### config.mk
export PLATFORM = sky130hd
export DESIGN_NAME = weight_load_ctrl
export DESIGN_NICKNAME = d
export VERILOG_FILES = /design/src/rtl/weight_load_ctrl.sv
export SDC_FILE = /design/constraint.sdc
export NUM_CORES = 1
export LEC_CHECK = 0
export CORE_MARGIN = 3
export CORE_UTILIZATION = 60
export CTS_CLUSTER_DIAMETER = 50
export CTS_CLUSTER_SIZE = 8
export DETAILED_ROUTE_END_ITERATION = 6
export PLACE_DENSITY = 0.86
export SLEW_MARGIN = 20
export SYNTH_ARGS = -nofsm -noshare
export SYNTH_HDL_FRONTEND = slang
export SYNTH_SLANG_ARGS = --single-unit
### constraint.sdc
create_clock -name clk -period 3.1 [get_ports clk]
set_input_delay 0.62 -clock clk [delete_from_list [all_inputs] [get_ports clk]]
set_output_delay 0.62 -clock clk [all_outputs]
set_load 0.05 [all_outputs]
### src/rtl/weight_load_ctrl.sv
`default_nettype none
// ============================================================================
// Module   : weight_load_ctrl
// Purpose  : Loads one kernel of weights at a time from a valid/ready stream
//            into a local staging store, then flushes and rewrites each of
//            NUM_PE weight buffers in turn. Once every buffer is loaded, it
//            issues num_pass broadcast read bursts. Each burst waits for all
//            buffers to report read-valid, then for all of them to go idle.
// Ports    : clk, rstn            - clock, async active-low reset
//            start_i              - job launch pulse (sampled in IDLE only)
//            kernel_size_i        - words per buffer (1..BUFFER_DEPTH)
//            num_pass_i           - read rounds after load (0 = load only)
//            w_data_i/w_valid_i/w_ready_o - upstream weight stream
//            buf_flush_o          - one-hot flush pulse to selected buffer
//            buf_data_o           - write data broadcast to all buffers
//            buf_flush_busy_i     - per-buffer flush busy status
//            buf_en_o             - broadcast read-start pulse
//            buf_read_valid_i     - per-buffer read-valid
//            busy_o/done_o/err_o  - job status
// Revision : 1.0 - initial release
// ============================================================================
module weight_load_ctrl #(
  parameter int DATA_WIDTH   = 16,
  parameter int BUFFER_DEPTH = 16,
  parameter int NUM_PE       = 4
) (
  input  logic                  clk,
  input  logic                  rstn,
  input  logic                  start_i,
  input  logic [7:0]            kernel_size_i,
  input  logic [15:0]           num_pass_i,
  input  logic [DATA_WIDTH-1:0] w_data_i,
  input  logic                  w_valid_i,
  output logic                  w_ready_o,
  output logic [NUM_PE-1:0]     buf_flush_o,
  output logic [DATA_WIDTH-1:0] buf_data_o,
  input  logic [NUM_PE-1:0]     buf_flush_busy_i,
  output logic                  buf_en_o,
  input  logic [NUM_PE-1:0]     buf_read_valid_i,
  output logic                  busy_o,
  output logic                  done_o,
  output logic                  err_o
);

  localparam int PE_W  = (NUM_PE > 1) ? $clog2(NUM_PE) : 1;
  localparam int IDX_W = (BUFFER_DEPTH > 1) ? $clog2(BUFFER_DEPTH) : 1;
  localparam logic [NUM_PE-1:0] PE_ONE  = NUM_PE'(1);
  localparam logic [PE_W-1:0]   PE_LAST = PE_W'(NUM_PE - 1);

  typedef enum logic [2:0] {
    S_IDLE    = 3'd0,
    S_FILL    = 3'd1,
    S_FLUSH   = 3'd2,
    S_PUSH    = 3'd3,
    S_NEXT    = 3'd4,
    S_READ    = 3'd5,
    S_WAIT_RD = 3'd6,
    S_DONE    = 3'd7
  } state_e;

  state_e                state_q;
  logic [7:0]            k_q;
  logic [15:0]           p_q;
  logic [7:0]            fill_cnt_q;
  logic [7:0]            push_cnt_q;
  logic [PE_W-1:0]       pe_idx_q;
  logic [15:0]           pass_cnt_q;
  logic                  seen_q;
  logic                  err_q;
  logic [DATA_WIDTH-1:0] stage_q [BUFFER_DEPTH];

  logic start_legal;
  logic flush_go;

  assign start_legal = (kernel_size_i != 8'd0) && ({24'd0, kernel_size_i} <= BUFFER_DEPTH);
  // The selected buffer must be idle before it is flushed; otherwise FLUSH stalls.
  assign flush_go    = (state_q == S_FLUSH) && !buf_flush_busy_i[pe_idx_q];

  // Outputs are decoded from the registered state; only the flush strobe
  // is qualified by the buffer's busy status in the same cycle.
  assign w_ready_o   = (state_q == S_FILL);
  assign buf_flush_o = flush_go ? (PE_ONE << pe_idx_q) : '0;
  assign buf_data_o  = (state_q == S_PUSH) ? stage_q[push_cnt_q[IDX_W-1:0]] : '0;
  assign buf_en_o    = (state_q == S_READ);
  assign busy_o      = (state_q != S_IDLE) && (state_q != S_DONE);
  assign done_o      = (state_q == S_DONE);
  assign err_o       = err_q;

  // Staging store: contents are don't-care out of reset, so no reset here.
  always_ff @(posedge clk) begin
    if ((state_q == S_FILL) && w_valid_i) begin
      stage_q[fill_cnt_q[IDX_W-1:0]] <= w_data_i;
    end
  end

  always_ff @(posedge clk or negedge rstn) begin
    if (!rstn) begin
      state_q    <= S_IDLE;
      k_q        <= '0;
      p_q        <= '0;
      fill_cnt_q <= '0;
      push_cnt_q <= '0;
      pe_idx_q   <= '0;
      pass_cnt_q <= '0;
      seen_q     <= 1'b0;
      err_q      <= 1'b0;
    end else begin
      err_q <= 1'b0;
      case (state_q)
        S_IDLE: begin
          if (start_i) begin
            if (start_legal) begin
              k_q        <= kernel_size_i;
              p_q        <= num_pass_i;
              pe_idx_q   <= '0;
              pass_cnt_q <= '0;
              fill_cnt_q <= '0;
              push_cnt_q <= '0;
              seen_q     <= 1'b0;
              state_q    <= S_FILL;
            end else begin
              err_q <= 1'b1;
            end
          end
        end
        S_FILL: begin
          if (w_valid_i) begin
            if (fill_cnt_q == k_q - 8'd1) begin
              fill_cnt_q <= '0;
              state_q    <= S_FLUSH;
            end else begin
              fill_cnt_q <= fill_cnt_q + 8'd1;
            end
          end
        end
        S_FLUSH: begin
          if (flush_go) begin
            state_q <= S_PUSH;
          end
        end
        S_PUSH: begin
          if (push_cnt_q == k_q - 8'd1) begin
            push_cnt_q <= '0;
            state_q    <= S_NEXT;
          end else begin
            push_cnt_q <= push_cnt_q + 8'd1;
          end
        end
        S_NEXT: begin
          if (pe_idx_q == PE_LAST) begin
            pe_idx_q <= '0;
            state_q  <= (p_q == 16'd0) ? S_DONE : S_READ;
          end else begin
            pe_idx_q <= pe_idx_q + PE_W'(1);
            state_q  <= S_FILL;
          end
        end
        S_READ: begin
          state_q <= S_WAIT_RD;
        end
        S_WAIT_RD: begin
          // A burst is complete only after every buffer has asserted
          // read-valid and then every buffer has released it.
          if (!seen_q) begin
            if (&buf_read_valid_i) begin
              seen_q <= 1'b1;
            end
          end else if (!(|buf_read_valid_i)) begin
            seen_q     <= 1'b0;
            pass_cnt_q <= pass_cnt_q + 16'd1;
            state_q    <= (pass_cnt_q + 16'd1 == p_q) ? S_DONE : S_READ;
          end
        end
        S_DONE: begin
          state_q <= S_IDLE;
        end
        default: begin
          state_q <= S_IDLE;
        end
      endcase
    end
  end

endmodule
`default_nettype wire

=== Word-level counts from Yosys, hierarchy flattened ===
Memories as Yosys holds them, arrays and structs flattened.
Index checks and enable logic that the tools add are counted.

* Memories kept: 1
* Logic and storage cells: 103
* Register bits: 63
* Input port bits: 52
* RAM bits: 256

{| class="wikitable"
|+ Memories
! memory !! depth !! width !! rd ports !! clocked after memory_dff !! wr ports !! RTL line !! source
|-
| stage_q || 16 || 16 || 1 || 0 || 1 || 70 || <nowiki>logic [DATA_WIDTH-1:0] stage_q [BUFFER_DEPTH];</nowiki>
|}

* Add/sub/neg operators: 5
* Equal/unequal tests: 20
* $lt $le $gt $ge: 2
* Mux-type cells: 43
* Shifts and indexed selects: 1
* Reduce and logical (&&, ||, !) cells: 22

{| class="wikitable"
|+ Operators with widths
! kind !! number
|-
| 16-bit 2-to-1 mux || 5
|-
| 8-bit 2-to-1 mux || 5
|-
| 16-bit case mux with 2 select lines || 1
|-
| 8-bit case mux with 2 select lines || 2
|-
| 3-bit 2-to-1 mux || 9
|-
| 3-bit case mux with 8 select lines || 1
|-
| 16-bit by 1-bit adder with 16-bit output (second input constant) || 1
|-
| 8-bit by 1-bit adder with 8-bit output (second input constant) || 2
|-
| 16-bit == test || 1
|-
| 8-bit == test || 2
|-
| 16-bit zero test || 1
|-
| 3-bit == test (second input constant) || 4
|-
| 2-bit != test (second input constant) || 6
|-
| 3-bit AND reduction || 4
|-
| 1-bit 2-to-1 mux || 11
|-
| 2-bit 2-to-1 mux || 5
|-
| 8-bit by 5-bit less-or-equal comparator with 1-bit output (second input constant) || 1
|-
| 4-bit AND reduction || 2
|-
| 8-bit AND reduction || 1
|-
| 2-bit nonzero test || 4
|-
| 8-bit nonzero test || 1
|-
| 8-bit by 1-bit subtractor with 8-bit output (second input constant) || 1
|-
| 3-bit by 2-bit == test with 1-bit output (second input constant) || 2
|-
| 5-bit AND reduction || 1
|-
| 16 further kinds || 20
|}

=== Longest topological paths before layout ===
Gate-level depths: netlist of run 1.

* Depth after elaboration: 6
* Mapped depth: 9
* Depth with buffers taken out: 9

=== Worst setup path before layout of run 1 ===
OpenSTA, ideal clock, no wires.

* Path kind: register -> output
* From: register push_cnt_q[0]
* To: output buf_data_o[0]
* Slack: 0.146 ns
* Arrival time: 2.334 ns
* Cell stages (with the launch flop): 7
* Path through: dfrtp_1 clkbuf_1 buf_2 buf_2 mux4_2 mux4_2 nor2b_1

* Cells in the longest elaborated chain, start to end: 2

{| class="wikitable"
|+ RTL lines
! what !! RTL line !! source
|-
| from (decl) || 65 || <nowiki>logic [7:0] push_cnt_q;</nowiki>
|-
| from (signal assigned) || 146 || <nowiki>push_cnt_q <= push_cnt_q + 8'd1;</nowiki>
|-
| memory 16 x 16 bit || - ||
|-
| 16-bit 2-to-1 mux || 83 || <nowiki>assign buf_data_o = (state_q == S_PUSH) ? stage_q[push_cnt_q[IDX_W-1:0]] : '0;</nowiki>
|-
| to (decl) || 36 || <nowiki>output logic [DATA_WIDTH-1:0] buf_data_o,</nowiki>
|}

Every way passes these cells.

=== Worst setup path in the final report of run 1 ===
* From: register push_cnt_q[0]
* To: output buf_data_o[11]

The elaborated chain is that of the path after synthesis.

==> impl_metrics.json, run 1 <==
{
  "run_status": "complete, but fails checks",
  "violations": "hold timing, setup timing",
  "grt_pass1_vias": 8762,
  "async_flop_share": 0.197,
  "worst_path_most_repeated_cell": "mux4_2",
  "fin_crit_sh": 1.07,
  "required_ns": 2.48,
  "slew_headroom": 0.559,
  "pre_cts_ws_ns": 0.211,
  "worstHoldPathType": "primary input to async pin",
  "drc": 0,
  "clock_sinks": 319,
  "synth-edff-count": 256,
  "grtUsageMet1": 0.383,
  "syn-num-nets": 909,
  "portBuffers": 76,
  "htreeDepth": 2,
  "hold_buffers": 0,
  "cts-root-buf": "clkbuf_16",
  "post-route-min-period_ns": 3.31,
  "fp.coreArea_mm2": 0.0227,
  "num_io_pins": 77,
  "netlist_area_mm2": 0.0139,
  "synthTopCellsByCount": "edfxtp_1 (256), mux4_2 (81), dfrtp_1 (63)",
  "grt.total_usage": 0.292,
  "maxCapViolations": 0,
  "slowest_delay_ns": 0.55,
  "start_util": 0.612,
  "finalSetupViolations": 16,
  "grt_setup_unrepaired": "true",
  "grt_overflow": 0,
  "synth_most_common_cell": "edfxtp_1",
  "power.density_mw_per_mm2": 786,
  "cts_buffers": 46,
  "final_core_util": 0.746,
  "globalRouteMet3Util": 0.0539,
  "post_drt_wl_per_cell_um": 29.1,
  "yosys.area.top_type": "edfxtp_1",
  "crit_type": "flop to primary output",
  "crit_path_max_fanout": 6,
  "synth_flop_cell": "edfxtp_1",
  "drtAntennaViolNets": 0,
  "peakVddDrop_mv": 0.587,
  "via_per_inst": 6.78,
  "critPathSlowestCell": "mux4_2",
  "grt.met2_usage": 0.489,
  "whs_ns": -0.00246,
  "final_nets": 1040,
  "die_height_um": 158,
  "p_leak_nw": 5.96,
  "hpwl_um": 19500,
  "synth.top_cell.area_share": 0.553,
  "top_usage_layer": "met2",
  "cp_cell_sequence": "buf_8 -> buf_12 -> mux4_2 -> mux4_2 -> nor2b_4 -> buf_6",
  "place.gp.congestion": 0.876,
  "antenna_found_initial": 1,
  "endpoint_kind": "primary output",
  "max_freq_mhz": 302,
  "layout.cells.non_filler": 1276,
  "grt_max_degree": 57,
  "synthCells": 846,
  "area_growth_pct": 22.0,
  "cts_buffer_depth": 3,
  "drtPass1Iterations": 5,
  "cts_tree": "yes",
  "dr.first_iter.drc_count": 1068,
  "floorplan.rows": 55,
  "syn_area_per_cell_um2": 16.4,
  "insertion_delay_ns": 0.57,
  "synth_area_leaders": "edfxtp_1 (55%), mux4_2 (13%), dfrtp_1 (11%)",
  "yosys_warnings": 0,
  "drive_above_1_share": 0.268,
  "ys_ff_latch": 319,
  "finClkSkew_ns": 0.0516,
  "cp.arrival_ns": 2.69,
  "tns_ns": -2.38,
  "grt_pass1_wl_um": 53700,
  "dp.cells": 1203,
  "setup_ws_ns": -0.213,
  "finalMaxSlewViolations": 0,
  "dieArea_mm2": 0.0250,
  "vias": 8651,
  "drt-total-wl_um": 37100,
  "yosysUniqueCellTypes": 64,
  "critPathLaunchType": "flop",
  "die_x_um": 158,
  "finalHoldViolations": 2,
  "clkTransAtPathRegs_ns": 0.06,
  "tightest_slew_ns": 0.660,
  "seq_area_frac_synth": 0.667
}
worst max-delay path, delay by kind of cell, from the launching register on:
family	cells	cell delay [ns]
mux	2	1.10
buf+inv	3	0.45
flops	1	0.44
simple gates	1	0.16
layer usage:
metal  up-vias  share of wire  wire length [um]
li1       3592              -                 -
met1      4344           0.35             13100
met2       595           0.51             19100
met3       120          0.089              3320
met4         0          0.043              1600
met5         -              0                 0
power by group:
part / switching (mW) / internal (mW) / total [mW]
combinational: 1.72 / 1.61 / 3.33
clock: 1.85 / 2.73 / 4.58
sequential: 0.342 / 5.07 / 5.42
logic make-up after synthesis:
logic type,share of synthesized area
xor gates and xnor gates,0.0276
AOI/OAI and AO/OA,0.0457
muxes,0.154
and+or+nand+nor,0.0783
buffers and inverters,0.0183
DFF,0.667
adders and majority gates,0.00990
metrics by stage:
stage / total power, mW / instance area [um2] / hold WS [ns]
finish: 13.3 / 16900 / -0.00246
global route: 13.7 / 16900 / 0.0251
CTS: 13.1 / 16700 / 0.00357
detailed placement: 8.36 / 15300 / 0.478
global placement: 8.21 / 15300 / 0.479
floorplan: 7.35 / 13900 / 0.324
cell usage in the layout, fill, tap and decap left out, drive strengths merged, types with 11 or more instances in the layout:
cell,Yosys,routed
edfxtp,256,256
mux4,81,81
buf,16,68
dfrtp,63,63
clkbuf,28,61
clkdlybuf4s50,0,54
nor2,49,49
nand2,32,32
o21ai,29,29
xnor2,26,26
mux2,24,24
nor2b,21,21
inv,20,20
a21oi,18,18
nand3,17,17
xor2,17,17
nand4,14,14
nor3,13,13
o31ai,11,11
ha,11,11
path summary, 6_finish.rpt:
check	startpoint	to	slack [ns]	cells after the start
setup reg to reg	pass_cnt_q[0]$_DFFE_PN0P_	state_q[1]$_DFFE_PN0P_	0.22	9
max in group asynchronous	rstn	push_cnt_q[1]$_DFFE_PN0P_	2.28	2
hold reg to reg	seen_q$_DFFE_PN0P_	seen_q$_DFFE_PN0P_	0.49	2
setup / recovery	push_cnt_q[0]$_DFFE_PN0P_	buf_data_o[11]	-0.21	6
min in group clk	seen_q$_DFFE_PN0P_	seen_q$_DFFE_PN0P_	0.49	2
hold / removal	rstn	pe_idx_q[1]$_DFFE_PN0P_	-0.002	1
registers in the layout, summed over array words and instances (netlist names):
register / count
stage_q: 256
p_q: 16
pass_cnt_q: 16
fill_cnt_q: 8
k_q: 8
push_cnt_q: 8
state_q: 3
pe_idx_q: 2
err_o: 1
seen_q: 1
area by class of cell:
class | instances | area, um2
Sequential cell | 319 | 9270
Fill cell | 1237 | 5760
Multi-Input combinational cell | 463 | 4510
Timing Repair Buffer | 127 | 1430
Clock buffer | 57 | 1210
Tap cell | 285 | 357
Clock inverter | 4 | 95.1
Inverter | 20 | 75.1
Antenna cell | 1 | 2.50
what timing repair did:
action	CTS	global route
resized for setup	24	27
endpoints found under the setup margin	16	18
cloned	0	5
buffers inserted	2	5
Note: power is estimated with default switching activity, not from simulation.
==> run 2, diff against run 1 <==
- CORE_MARGIN: 3 -> 8
==> run 2 against run 1 <==
  * The flow finishes with violations (setup timing)
  * Final cell count grew 1.6%
  * Via count rose by 2.9%
  * Total power rose by 3.8%
  * Clock power grew 7.2%
  * Design area increased by 1.6%
  * Global-route usage down 1.5 points
  * Maximum frequency fell by 1.0%
  * Combinational power rose by 5%
  * Largest power group unchanged
  * Die area up 13%
  * Non-clock buffer count is 9 higher
  * Sequential power barely moved
  * Sequential share of layout area shrank 0.84 points
==> impl_metrics.json, run 2 (synthesis gave the netlist of run 1 again) <==
{
  "run_status": "complete, but fails checks",
  "violations": "setup timing",
  "pre_cts_ws_ns": 0.239,
  "portBuffers": 76,
  "grt.met2_usage": 0.458,
  "slowest_delay_ns": 0.51,
  "final_nets": 1050,
  "p_switching_mw": 4.06,
  "critPathSlowestCell": "dfrtp_4",
  "fin_area_mm2": 0.0172,
  "tightest_slew_ns": 0.628,
  "globalRouteMet3Util": 0.0543,
  "crit_path_max_fanout": 6,
  "dieArea_mm2": 0.0283,
  "clkTransAtPathRegs_ns": 0.05,
  "cp_cell_sequence": "buf_12 -> buf_12 -> buf_16 -> mux4_2 -> mux4_2 -> nor2b_1 -> buf_6",
  "p_seq_frac": 0.392,
  "dr.first_iter.drc_count": 1098,
  "grt_pass1_wl_um": 57900,
  "cts_buffer_depth": 3,
  "top_usage_layer": "met2",
  "required_ns": 2.48,
  "crit_type": "flop to primary output",
  "finalMaxSlewViolations": 0,
  "slew_headroom": 0.580,
  "hpwl_um": 20200,
  "vias": 8904,
  "finalHoldViolations": 0,
  "via_per_inst": 6.87,
  "grt_max_degree": 64,
  "post-route-min-period_ns": 3.35,
  "endpoint_kind": "primary output",
  "max_freq_mhz": 299,
  "grt_overflow": 0,
  "area_growth_pct": 23.8,
  "fp.coreArea_mm2": 0.0227,
  "fillers": 1216,
  "n_antenna_cell": 0,
  "drtAntennaViolNets": 0,
  "maxCapViolations": 0,
  "insertion_delay_ns": 0.58,
  "worstHoldPathType": "primary input to async pin",
  "finalSetupViolations": 16,
  "drt-total-wl_um": 38700,
  "grt_setup_unrepaired": "true",
  "peakVddDrop_mv": 0.577,
  "die_height_um": 168,
  "num_io_pins": 77,
  "htreeDepth": 2,
  "place_area_mm2": 0.0153,
  "cp_num_buf_inv": 4,
  "cts_tree": "yes",
  "grt.total_usage": 0.277,
  "post_drt_wl_per_cell_um": 29.9,
  "drc": 0,
  "seq_area_mm2": 0.00927,
  "floorplan.rows": 55,
  "grt_pass1_vias": 8799,
  "place.gp.congestion": 0.916,
  "layout_commonest_cell": "edfxtp_1",
  "finClkSkew_ns": 0.0259,
  "final_cell_mix": "edfxtp_1 (256), mux4_2 (81), dfrtp_1 (61), clkdlybuf4s50_1 (55), clkbuf_16 (48)",
  "largest_reg_flops": 256,
  "cts-root-buf": "clkbuf_16",
  "cts_buffers": 47,
  "cp.arrival_ns": 2.73,
  "multi_input_area_mm2": 0.00453,
  "report.power.total_mw": 13.8,
  "cpLargestDelayFamily": "multiplexers",
  "setup_ws_ns": -0.248,
  "start_util": 0.612,
  "die_x_um": 168,
  "clockPowerShare": 0.355,
  "power.density_mw_per_mm2": 804,
  "critPathLaunchType": "flop",
  "fin_crit_sh": 1.08,
  "drtPass1Iterations": 5,
  "drive_above_1_share": 0.279,
  "hold_buffers": 0,
  "grtUsageMet1": 0.355,
  "p_sw_frac": 0.293,
  "combPwrFrac": 0.253,
  "p_leak_nw": 6.10,
  "internal_power_mw": 9.78,
  "antenna_found_initial": 0,
  "clock_sinks": 319
}
## run 2: cell count changes in the layout (fill, tap and decap cells not counted), sizes merged
cell	change
diode	-1
clkbuf	+9
clkdlybuf4s50	+1
buf	+12
bufinv	+1
dlymetal6s2s	-1
## run 2: final cells by class
| cell class | instances | area share |
|---|---|---|
| sequential | 319 | 0.539 |
| multi-input combinational | 463 | 0.263 |
| timing repair buffer | 136 | 0.0901 |
| clock buffer | 69 | 0.0755 |
| tap | 285 | 0.0207 |
| clock inverter | 5 | 0.00727 |
| inverter | 20 | 0.00436 |
## run 2: timing repair
item | CTS | global route
setup buffers | 11 | 1
pin swaps | 0 | 0
gates cloned | 7 | 1
setup endpoints to repair | 16 | 16
resized for setup | 53 | 9
## run 2: stage by stage
| stage | hold WS, ns | setup TNS, ns | utilization | std cells |
|---|---|---|---|---|
| floorplan | 0.324 | 0 | - | 846 |
| detailed placement | 0.482 | 0 | 0.674 | 1207 |
| CTS | 0.0823 | -3.33 | 0.759 | 1299 |
| global route | 0.0915 | -3.81 | 0.758 | 1297 |
| finish | 0.0764 | -3.08 | 0.758 | 1297 |
| global placement | 0.464 | 0 | 0.674 | 1207 |
## run 2: worst paths after layout
path	from	endpoint	slack (ns)	cells past startpoint
setup / recovery	push_cnt_q[0]$_DFFE_PN0P_	buf_data_o[8]	-0.25	7
hold / removal	rstn	pass_cnt_q[5]$_DFFE_PN0P_	0.08	2
setup reg to reg	pass_cnt_q[0]$_DFFE_PN0P_	state_q[1]$_DFFE_PN0P_	0.33	8
hold reg to reg	seen_q$_DFFE_PN0P_	seen_q$_DFFE_PN0P_	0.49	2
max in group asynchronous	rstn	push_cnt_q[0]$_DFFE_PN0P_	2.70	2
min in group clk	seen_q$_DFFE_PN0P_	seen_q$_DFFE_PN0P_	0.49	2
## run 2: worst register-to-register path, cell delays in order, from the launching register on
cell and delay (ns):
dfrtp_1 0.46, ha_1 0.29, and2_1 0.25, nand4_1 0.19
xnor2_1 0.18, a2111oi_0 0.46, nand4_1 0.14, a2111oi_0 0.54
o22a_1 0.21
## run 2: power groups by stage
stage | registers, mW | logic (mW) | clock network, mW
6_report | 5.43 | 3.50 | 4.91
5_1_grt | 5.45 | 3.67 | 5.11
4_1_cts | 5.40 | 3.52 | 4.92
3_5_place_dp | 5.47 | 2.90 | 0
3_3_place_gp | 5.43 | 2.79 | 0
2_1_floorplan | 5.29 | 2.06 | 0
## run 2: routing by layer
| layer | share of wire | vias to the layer above |
|---|---|---|
| met1 | 0.36 | 4465 |
| li1 | - | 3608 |
| met4 | 0.043 | 0 |
| met2 | 0.50 | 700 |
| met3 | 0.098 | 131 |
| met5 | 0 | - |
==> run 3, diff against run 2 <==
- CORE_UTILIZATION: 60 -> 64
- PLACE_DENSITY: 0.86 -> 0.91
- clock period: 3.1 -> 4 ns (I/O delays scaled with it)
==> run 3 against run 2 <==
  * The flow finishes with violations (DRC)
  * Clock power decreased by 27%
  * Non-clock buffer count decreased by 27
  * Combinational power decreased by 35%
  * Sequential cell count unchanged
  * Worst setup slack improved by 0.41 ns
  * Sequential power decreased by 22%
  * Utilization increased by 0.63 points
  * Critical endpoint is now buf_data_o[14]
==> impl_metrics.json, run 3 (synthesis gave the netlist of run 1 again) <==
{
  "start_util": 0.645,
  "cts-root-buf": "clkbuf_16",
  "drtPass1Iterations": 7,
  "die_height_um": 163,
  "finClkSkew_ns": 0.0272,
  "grt_overflow": 0,
  "p_leak_nw": 5.78,
  "crit_path_max_fanout": 14,
  "multi_input_area_mm2": 0.00443,
  "n_antenna_cell": 0,
  "final_cell_mix": "edfxtp_1 (256), mux4_2 (81), dfrtp_1 (61), clkdlybuf4s50_1 (59), clkbuf_16 (47)",
  "cts_setup_buffers": 0,
  "layout.cells.non_filler": 1261,
  "final_nets": 1022,
  "cts_buffers": 46,
  "dieArea_mm2": 0.0267,
  "tns_ns": 0,
  "finalSetupViolations": 0,
  "drive_above_1_share": 0.229,
  "drt-total-wl_um": 36300,
  "peakVddDrop_mv": 0.574,
  "final_core_util": 0.764,
  "fillers": 1141,
  "fin_crit_sh": 0.959,
  "hpwl_um": 20000,
  "crit_type": "flop to primary output",
  "tightest_slew_ns": 0.756,
  "area_growth_pct": 18.5,
  "dp.cells": 1190,
  "violations": "DRC",
  "seq_area_mm2": 0.00927,
  "vias": 8608,
  "cp.arrival_ns": 3.03,
  "power.density_mw_per_mm2": 613,
  "insertion_delay_ns": 0.55,
  "drtAntennaViolNets": 0,
  "post-route-min-period_ns": 3.83,
  "floorplan.rows": 54,
  "run_status": "complete, but fails checks",
  "cts_tree": "yes",
  "critPathLaunchType": "flop",
  "largest_reg_flops": 256,
  "whs_ns": 0.230,
  "grt_max_degree": 44,
  "post_drt_wl_per_cell_um": 28.8,
  "antenna_found_initial": 0,
  "dr.first_iter.drc_count": 1169,
  "worstHoldPathType": "primary input to async pin",
  "portBuffers": 76,
  "report.power.total_mw": 10.1,
  "fp.coreArea_mm2": 0.0216,
  "grt.total_usage": 0.279,
  "cts_buffer_depth": 3,
  "grt_pass1_wl_um": 54900,
  "maxCapViolations": 0,
  "clock_sinks": 319,
  "rrSetupSlack_ns": 1.04,
  "endpoint_kind": "primary output",
  "max_freq_mhz": 261,
  "place.gp.congestion": 0.864,
  "clkTransAtPathRegs_ns": 0.05,
  "finalHoldViolations": 0,
  "drc": 2,
  "layout_commonest_cell": "edfxtp_1",
  "grt_pass1_vias": 9011,
  "htreeDepth": 2,
  "via_per_inst": 6.83,
  "grt_setup_unrepaired": "false",
  "required_ns": 3.20,
  "num_io_pins": 77,
  "die_x_um": 163,
  "slew_headroom": 0.496,
  "finalMaxSlewViolations": 0
}
[run 3: metrics by stage]
stage,instance area (um2),setup WS [ns]
finish,16500,0.166
global route,16500,0.0690
CTS,16400,0.0218
detailed placement,15100,0.354
global placement,15100,0.425
floorplan,13900,0.866
[run 3: worst paths after layout]
path | start | to | depth (start not counted)
setup / recovery | push_cnt_q[0]$_DFFE_PN0P_ | buf_data_o[14] | 5
hold / removal | rstn | p_q[11]$_DFFE_PN0P_ | 1
setup reg to reg | push_cnt_q[1]$_DFFE_PN0P_ | state_q[1]$_DFFE_PN0P_ | 8
hold reg to reg | seen_q$_DFFE_PN0P_ | seen_q$_DFFE_PN0P_ | 2
max in group asynchronous | rstn | push_cnt_q[0]$_DFFE_PN0P_ | 3
min in group clk | seen_q$_DFFE_PN0P_ | seen_q$_DFFE_PN0P_ | 2
[run 3: what timing repair did]
item | 4_1_cts | 5_1_grt
resized for setup | 8 | 2
hold buffers | 0 | 0
endpoints found under the setup margin | 7 | 2
[run 3: area by class of cell]
cell class	instances	share of cell area
sequential	319	0.563
multi-input combinational	463	0.269
clock buffer	65	0.0755
timing repair buffer	109	0.0623
tap	280	0.0213
clock inverter	5	0.00456
inverter	20	0.00456
[run 3: per-layer routing]
layer,share of wire,vias up,global-route usage
met2,0.52,595,0.477
li1,-,3563,-
met4,0.041,0,0.127
met3,0.084,136,0.0572
met5,0,-,0
met1,0.36,4314,0.336
[run 3: critical path, cell delays in order (launching register included)]
cell and delay (ns):
dfrtp_4 0.47, buf_4 0.31, mux4_2 0.57, mux4_2 0.49, nor2b_1 0.17, dlygate4sd2_1 0.47
[run 3: power breakdown]
group / total (mW) / leakage (nW) / switching (mW) / internal, mW
logic: 2.27 / 2.01 / 1.23 / 1.05
clock network: 3.57 / 0.635 / 1.42 / 2.14
registers: 4.25 / 3.14 / 0.320 / 3.93
